--- src/rtl/aes_spi_pkg.sv ---
// Shared types and constants for the AES serial slave front end.
// Frame states, key-size codes, cipher direction and key-length lookup.
package aes_spi_pkg;

    typedef enum logic [2:0] {
        ST_IDLE,
        ST_HDR,
        ST_RX_MSG,
        ST_RX_KEY,
        ST_WAIT_AES,
        ST_TX,
        ST_DONE
    } state_t;

    localparam logic [1:0] SZ_128 = 2'b00;
    localparam logic [1:0] SZ_192 = 2'b01;
    localparam logic [1:0] SZ_256 = 2'b10;

    localparam logic ENCR = 1'b0;
    localparam logic DECR = 1'b1;

    // Code 2'b11 is treated as a 256-bit key as well.
    function automatic logic [8:0] key_bits(input logic [1:0] sz);
        case (sz)
            SZ_128:  key_bits = 9'd128;
            SZ_192:  key_bits = 9'd192;
            default: key_bits = 9'd256;
        endcase
    endfunction

endpackage

--- src/rtl/aes_spi_slave.sv ---
// Serial slave: shifts in message + key LSB-first, kicks the AES core, shifts the result out.
// Latency: aes_start one cycle after the last key edge; first SOMI bit one cycle after aes_done.
// No backpressure: the master clocks one bit per cycle; CSS release mid-frame aborts.
module aes_spi_slave
    import aes_spi_pkg::*;
#(
    parameter int MSG_W     = 128,
    parameter int KEY_MAX_W = 256,
    parameter int CNT_W     = $clog2(KEY_MAX_W + 1)
) (
    input  logic                 clk,
    input  logic                 reset_n,
    input  logic                 SIMO,
    input  logic                 CSS,
    input  logic                 mode,
    input  logic [1:0]           size,
    output logic                 SOMI,
    output logic [MSG_W-1:0]     aes_msg,
    output logic [KEY_MAX_W-1:0] aes_key,
    output logic                 aes_mode,
    output logic [1:0]           aes_size,
    output logic                 aes_start,
    input  logic                 aes_done,
    input  logic [MSG_W-1:0]     aes_result,
    output logic                 busy,
    output logic                 frame_err
);

    state_t                 state, state_nxt;
    logic [CNT_W-1:0]       cnt, cnt_nxt;
    logic [MSG_W-1:0]       tx_sr, tx_nxt;
    logic [MSG_W-1:0]       msg_nxt;
    logic [KEY_MAX_W-1:0]   key_nxt;
    logic [KEY_MAX_W-1:0]   key_ins;
    logic [8:0]             kb_m1;
    logic                   somi_nxt, start_nxt, ferr_nxt, mode_nxt;
    logic [1:0]             size_nxt;
    logic                   abort;

    // Key length comes from the latched size, so mid-frame size changes are harmless.
    assign kb_m1   = key_bits(aes_size) - 9'd1;
    assign key_ins = {{(KEY_MAX_W-1){1'b0}}, SIMO} << kb_m1;
    assign abort   = CSS && (state inside {ST_HDR, ST_RX_MSG, ST_RX_KEY, ST_WAIT_AES, ST_TX});
    assign busy    = (state != ST_IDLE);

    always_comb begin
        state_nxt = state;
        cnt_nxt   = cnt;
        msg_nxt   = aes_msg;
        key_nxt   = aes_key;
        tx_nxt    = tx_sr;
        somi_nxt  = SOMI;
        start_nxt = 1'b0;
        ferr_nxt  = 1'b0;
        mode_nxt  = aes_mode;
        size_nxt  = aes_size;

        if (abort) begin
            state_nxt = ST_IDLE;
            somi_nxt  = 1'b0;
            ferr_nxt  = 1'b1;
            cnt_nxt   = '0;
        end else begin
            case (state)
                // The header edge itself is consumed here; SIMO on it is don't-care.
                ST_IDLE, ST_HDR: begin
                    somi_nxt = 1'b0;
                    if (!CSS) begin
                        mode_nxt  = mode;
                        size_nxt  = size;
                        key_nxt   = '0;
                        cnt_nxt   = '0;
                        state_nxt = ST_RX_MSG;
                    end
                end
                ST_RX_MSG: begin
                    msg_nxt = {SIMO, aes_msg[MSG_W-1:1]};
                    if (cnt == CNT_W'(MSG_W - 1)) begin
                        cnt_nxt   = '0;
                        state_nxt = ST_RX_KEY;
                    end else begin
                        cnt_nxt = cnt + CNT_W'(1);
                    end
                end
                ST_RX_KEY: begin
                    key_nxt = (aes_key >> 1) | key_ins;
                    if (cnt == CNT_W'(kb_m1)) begin
                        cnt_nxt   = '0;
                        start_nxt = 1'b1;
                        state_nxt = ST_WAIT_AES;
                    end else begin
                        cnt_nxt = cnt + CNT_W'(1);
                    end
                end
                ST_WAIT_AES: begin
                    somi_nxt = 1'b0;
                    if (aes_done) begin
                        tx_nxt    = aes_result;
                        somi_nxt  = aes_result[0];
                        cnt_nxt   = CNT_W'(1);
                        state_nxt = ST_TX;
                    end
                end
                ST_TX: begin
                    // cnt counts bits already on the wire; tx_sr[0] is the bit currently driven.
                    if (cnt == CNT_W'(MSG_W)) begin
                        somi_nxt  = 1'b0;
                        cnt_nxt   = '0;
                        state_nxt = ST_DONE;
                    end else begin
                        somi_nxt = tx_sr[1];
                        tx_nxt   = tx_sr >> 1;
                        cnt_nxt  = cnt + CNT_W'(1);
                    end
                end
                ST_DONE: begin
                    if (CSS) state_nxt = ST_IDLE;
                end
                default: state_nxt = ST_IDLE;
            endcase
        end
    end

    always_ff @(posedge clk or negedge reset_n) begin
        if (!reset_n) begin
            state     <= ST_IDLE;
            cnt       <= '0;
            aes_msg   <= '0;
            aes_key   <= '0;
            tx_sr     <= '0;
            SOMI      <= 1'b0;
            aes_start <= 1'b0;
            frame_err <= 1'b0;
            aes_mode  <= ENCR;
            aes_size  <= SZ_128;
        end else begin
            state     <= state_nxt;
            cnt       <= cnt_nxt;
            aes_msg   <= msg_nxt;
            aes_key   <= key_nxt;
            tx_sr     <= tx_nxt;
            SOMI      <= somi_nxt;
            aes_start <= start_nxt;
            frame_err <= ferr_nxt;
            aes_mode  <= mode_nxt;
            aes_size  <= size_nxt;
        end
    end

endmodule

--- config.mk ---
export PLATFORM = sky130hd
export DESIGN_NAME = aes_spi_slave
export DESIGN_NICKNAME = d
export VERILOG_FILES = /design/src/rtl/aes_spi_pkg.sv /design/src/rtl/aes_spi_slave.sv
export SDC_FILE = /design/constraint.sdc
export NUM_CORES = 1
export LEC_CHECK = 0
export CAP_MARGIN = 5
export CORE_ASPECT_RATIO = 0.75
export CORE_UTILIZATION = 45
export CTS_CLUSTER_DIAMETER = 200
export DETAILED_ROUTE_END_ITERATION = 7
export MAX_ROUTING_LAYER = met4
export PLACE_DENSITY = 0.86
export SLEW_MARGIN = 25
export SYNTH_ARGS = -nofsm -noshare
export SYNTH_HDL_FRONTEND = slang
export SYNTH_SLANG_ARGS = --single-unit
--- constraint.sdc ---
create_clock -name clk -period 3.25 [get_ports clk]
set_clock_uncertainty 0.2 [all_clocks]
set_input_delay 0.65 -clock clk [delete_from_list [all_inputs] [get_ports clk]]
set_output_delay 0.65 -clock clk [all_outputs]
set_load 0.1 [all_outputs]
==> impl_metrics.json, run 1 <==
{
  "rsz0062_at_grt": "false",
  "firstDrtPassIters": 5,
  "r2r-end": "tx_sr[103]",
  "p_int_mw": 11.2,
  "hold_end": "cnt[0]",
  "critPathMaxFanout": 18,
  "max_freq_ghz": 0.359,
  "root_buffer": "clkbuf_16",
  "use_met1_pct": 30.6,
  "tritoncts": "built",
  "avgViaCountPerCell": 5.52,
  "area_growth_pct": 33.2,
  "r2r_start": "state[0]",
  "max-cap-violations": 0,
  "start_util_pct": 45.8,
  "dieArea_sq_um": 46500,
  "drt_iter0_drc": 977,
  "final_nets": 2179,
  "wirelength_mm": 53.6,
  "whs_path_depth": 1,
  "leakage_nw": 14.4,
  "clockPowerShare_pct": 37.1,
  "setup_tns_ps": 0,
  "hold_start": "cnt[0]",
  "p_switching_mw": 4.37,
  "startpoint": "state[0]",
  "criticalPathCategory": "reg2out",
  "max_slew.worst_pin.slew_ps": 1010,
  "slew-limit-headroom_pct": 32.8,
  "setup-violations-final": 0,
  "synthCells": 1536,
  "die_w_um": 249,
  "worst-r2r-cell-count": 4,
  "ys_types": 46,
  "synthFlopType": "dfrtp_1",
  "synth_nets": 1674,
  "globalRouteOverflowTotal": 0,
  "p_comb_share_pct": 14.1,
  "ctsHtreeMaxLevel": 2,
  "drive_above_1_share_pct": 29.3,
  "yosysWarnings": 0,
  "postCtsSetupRepairBufs": 0,
  "grt_use_total_pct": 23.4,
  "holdWs_ps": 308,
  "gp_congestion": 0.888,
  "synthTopCellsByArea": "dfrtp_1, a22o_1, mux2i_1",
  "grt_max_degree": 170,
  "hold_viol": 0,
  "die_y_um": 187,
  "cts_buffer_depth": 3,
  "peakVddDrop_mv": 0.413,
  "cp.required_ps": 2400,
  "final_cell_mix": "dfrtp_1, buf_4, a22o_1, a21oi_1, nor2_1",
  "clock_sinks": 529,
  "p_per_area_nw_per_um2": 569,
  "syn-cell-area_sq_um": 20500,
  "status": "completed",
  "period_needed_ps": 2790,
  "insertion_delay_ps": 580,
  "final_max_slew_viol_count": 0,
  "seqPwrFrac_pct": 48.8,
  "global_route.usage.met3_pct": 4.45,
  "cp_data_arrival_time_ps": 1940,
  "avgSynthCellArea_sq_um": 13.4,
  "grt_pass1_vias": 14573,
  "synth_top_area_cell": "dfrtp_1",
  "grt-busiest-layer": "met2",
  "avgRoutedWirePerCell_um": 20.1,
  "use_met2_pct": 37.0,
  "fin_crit_sh_pct": 85.7,
  "portBuffers": 526,
  "yosysTopAreaCellShare_pct": 64.5,
  "synth-async-reset-ratio_pct": 100,
  "core_sq_um": 44800,
  "rows": 67,
  "layout_commonest_cell": "dfrtp_1",
  "synth-edff-count": 0,
  "ios": 527,
  "drc": 0,
  "r2r_slack_ps": 760,
  "fillers": 3327,
  "antenna_found_initial": 2,
  "switching_share_pct": 28.1,
  "ant_nets": 0,
  "yosysSeqAreaShare_pct": 64.5,
  "numCtsBuffers": 50,
  "grt_pass1_wl_mm": 84.7,
  "startpoint_type": "flop",
  "synth-seq-cells": 529,
  "dpl.hpwl_mm": 36.5,
  "clkTransAtPathRegs_ps": 70,
  "vias": 14704,
  "endpoint_kind": "output pin",
  "worstHoldPathType": "reg2reg"
}
power groups by stage:
stage	clock (mW)	combinational, mW	sequential [mW]
floorplan	0	0.818	8.25
global placement	0	2.11	7.65
detailed placement	0	2.19	7.70
CTS	5.92	2.21	7.58
global route	6.19	2.36	7.66
finish	5.77	2.19	7.59
how the worst max path moves through the flow:
stage	end	slack (ps)	depth (start not counted)
after CTS	busy	440	3
after global placement	aes_key[55]	390	5
after global routing	busy	350	3
after detailed placement	aes_key[47]	310	5
final	busy	460	3
after floorplan	state[0]	840	5
cell usage after synthesis, types with 2 or more instances:
cell type  count
nand2_1       22
a21oi_1      137
nor3_1         6
buf_2         54
dfrtp_1      529
a22o_1       253
nand3b_1       2
nand2b_1       2
o21ai_1        8
inv_2          3
nor2_1       136
o21ai_0        5
and2_1         4
mux2_1        51
and3_1         3
clkbuf_1      46
a31oi_1        4
inv_1          9
mux2i_1      125
buf_1         19
o2111ai_1      3
nand3_1        9
o221ai_1       3
mux2_2        78
or3_1          3
ha_1           2
through the flow:
step           util, %  instances  setup WS, ps  total power, mW  cell area [sq um]
6_report          60.9       2665           465             15.5              27300
5_1_grt           60.9       2665           348             16.2              27300
4_1_cts           60.9       2663           445             15.7              27300
3_5_place_dp      57.3       2574           308             9.89              25700
3_3_place_gp      57.3       2574           393             9.76              25700
2_1_floorplan        -       1536           840             9.07              20500
final cells by class:
cell class	count	area, sq um	area share, %
Tap cell	586	733	2.68
Antenna cell	2	5.00	0.0183
Timing Repair Buffer	573	4950	18.1
Multi-Input combinational cell	875	6750	24.7
Clock inverter	21	200	0.732
Sequential cell	529	13200	48.4
Inverter	12	45.0	0.165
Clock buffer	67	1420	5.18
flip-flops by register name, summed over array words and instances, names as in the netlist:
| name | count |
|---|---|
| aes_size | 2 |
| aes_msg | 128 |
| SOMI | 1 |
| aes_start | 1 |
| frame_err | 1 |
| aes_mode | 1 |
| tx_sr | 127 |
| state | 3 |
| cnt | 9 |
| aes_key | 256 |
metal layers:
layer | wire (um) | vias up
li1 | - | 6631
met1 | 22600 | 7486
met2 | 26500 | 490
met3 | 2970 | 97
met4 | 1480 | 0
met5 | 0 | -
logic make-up after synthesis:
| kind of cell | synth area share, % |
|---|---|
| adder cells (fa/ha/maj) | 0.122 |
| AND/OR/NAND/NOR | 4.21 |
| buffers and inverters | 2.76 |
| multiplexers | 13.2 |
| XOR/XNOR | 0.0427 |
| AO/OA/AOI/OAI | 15.2 |
| flip-flops | 64.5 |
worst max-delay path, stage by stage (launching register included):
cell and delay (ps):
dfrtp_1 740, inv_2 150, nand3_1 150, buf_4 320
what timing repair did:
action / CTS / global route
endpoints found under the hold margin: 60 / 0
hold buffers: 1 / 0
resized for setup: 0 / 0
(Power assumes the default switching activity.)
==> inputs of run 2 (changes only) <==
- CORE_UTILIZATION: 45 -> 44
- MAX_ROUTING_LAYER: met4 -> not set
- PLACE_DENSITY: 0.86 -> 0.88
- SLEW_MARGIN: 25 -> not set
- clock period: 3.25 -> 2.4 ns (I/O delays scaled with it)
==> run 2 against run 1 <==
Setup slack worse by 390 ps; first-iteration DRC count grew 0.41%; sequential power grew 36%; count of clock-buffer cells in the layout unchanged; combinational power increased by 40%; register-to-register slack worse by 640 ps; critical path depth increased by 1; final cell count increased by 3.2%; hold slack worse by 72 ps; non-clock buffer count increased by 34; critical path type unchanged; largest cell class unchanged.
==> impl_metrics.json, run 2 (same netlist as run 1, synthesis figures left out) <==
{
  "status": "completed",
  "rsz0062_at_grt": "true",
  "period_needed_ps": 2330,
  "final_nets": 2214,
  "cp_top_family": "buffers and inverters",
  "ctsHtreeMaxLevel": 2,
  "ant_nets": 0,
  "fin_crit_sh_pct": 96.9,
  "endpoint_kind": "output pin",
  "crit_slowest_cell": "dfrtp_1",
  "portBuffers": 526,
  "largest_reg_flops": 256,
  "fin_area_sq_um": 28000,
  "layout_top_registers": "aes_key (256), aes_msg (128), tx_sr (127)",
  "fillers": 3468,
  "gp_congestion": 0.896,
  "postCtsSetupRepairBufs": 0,
  "die_y_um": 189,
  "fin_util_pct": 60.8,
  "crit_chain": "buf_4, inv_2, nand3_2, buf_12",
  "dieArea_sq_um": 47500,
  "hold_viol": 0,
  "grt_use_total_pct": 22.8,
  "slowest_delay_ps": 430,
  "criticalPathCategory": "reg2out",
  "holdWs_ps": 236,
  "leakage_nw": 14.7,
  "avgRoutedWirePerCell_um": 20.2,
  "drc": 0,
  "numCtsBuffers": 51,
  "dpl.hpwl_mm": 38.6,
  "drt_iter0_drc": 981,
  "cp_data_arrival_time_ps": 1650,
  "startpoint_type": "flop",
  "dpl_cell_area_sq_um": 26200,
  "drive_above_1_share_pct": 30.7,
  "rows": 68,
  "tritoncts": "built",
  "clock_sinks": 529,
  "pre_cts_ws_ps": -124,
  "peakVddDrop_mv": 0.519,
  "seqCellArea_sq_um": 13200,
  "final_max_slew_viol_count": 0,
  "p_per_area_nw_per_um2": 774,
  "root_buffer": "clkbuf_16",
  "cp_num_buf_inv": 3,
  "insertion_delay_ps": 590,
  "largest_register": "aes_key",
  "antenna_found_initial": 6,
  "max_freq_ghz": 0.430,
  "critPathMaxFanout": 8,
  "firstDrtPassIters": 5,
  "final_cell_mix": "dfrtp_1, buf_4, a22o_1, a21oi_1, nor2_1",
  "grt_pass1_vias": 15096,
  "clkTransAtPathRegs_ps": 70,
  "die_w_um": 251,
  "setup_tns_ps": 0,
  "worstHoldPathType": "in2async",
  "start_util_pct": 44.6,
  "layout_commonest_cell": "dfrtp_1",
  "r2r_start": "cnt[0]",
  "setup-violations-final": 0,
  "grt_pass1_wl_mm": 86.2,
  "multi_input_area_sq_um": 6750,
  "vias": 14938,
  "globalRouteOverflowTotal": 0,
  "r2r_slack_ps": 120,
  "max-cap-violations": 0,
  "core_sq_um": 46000,
  "area_growth_pct": 36.3,
  "fin_ws_ps": 74.9,
  "avgViaCountPerCell": 5.43,
  "max_slew.worst_pin.slew_ps": 649,
  "grt_max_degree": 83,
  "ios": 527,
  "cp.required_ps": 1720,
  "startpoint": "state[1]",
  "wirelength_mm": 55.5,
  "slew-limit-headroom_pct": 56.7,
  "cts_buffer_depth": 3
}
-- run 2: cell type report --
type | instances | area share (%)
Antenna cell | 5 | 0.0447
Clock buffer | 67 | 5.10
Clock inverter | 25 | 1.07
Inverter | 12 | 0.161
Multi-Input combinational cell | 875 | 24.1
Sequential cell | 529 | 47.3
Tap cell | 630 | 2.82
Timing Repair Buffer | 607 | 19.3
-- run 2: worst paths after layout --
path | to | cells after the start
setup / recovery | busy | 4
hold / removal | aes_key[39] | 2
setup reg to reg | tx_sr[48] | 9
hold reg to reg | aes_key[112] | 1
max in group asynchronous | aes_msg[103] | 4
min in group clk | aes_size[1] | 3
-- run 2: metrics by stage --
stage	cells	total power, mW
2_1_floorplan	1536	12.3
3_3_place_gp	2652	13.3
3_5_place_dp	2652	13.5
4_1_cts	2745	21.8
5_1_grt	2748	22.5
6_report	2750	21.6
-- run 2: where the power goes --
part,switching [mW],leakage (nW),internal [mW]
Clock,3.53,0.847,4.76
Combinational,2.00,6.73,1.07
Sequential,0.521,7.13,9.75
-- run 2: metal layers --
layer  routed length (um)  GRT usage [%]  vias up
met5                   13              0        -
met4                 2090           10.1        2
met3                 2890           4.26      138
met1                23400           30.0     7594
li1                     -              -     6703
met2                27200           37.0      501
-- run 2: repair_timing --
| item | CTS | global route |
|---|---|---|
| gates resized for setup | 1 | 0 |
| hold buffers | 1 | 0 |
| setup endpoints to repair | 1 | 12 |
| hold endpoints to repair | 78 | 0 |
-- run 2: worst reg2reg max path: cells and delay by family (launching register included) --
kind                       cells  cell delay [ps]
adders and majority gates      1              190
and+or+nand+nor                4              650
DFF                            1              400
AOI/OAI and AO/OA              1              160
buffers and inverters          3              590
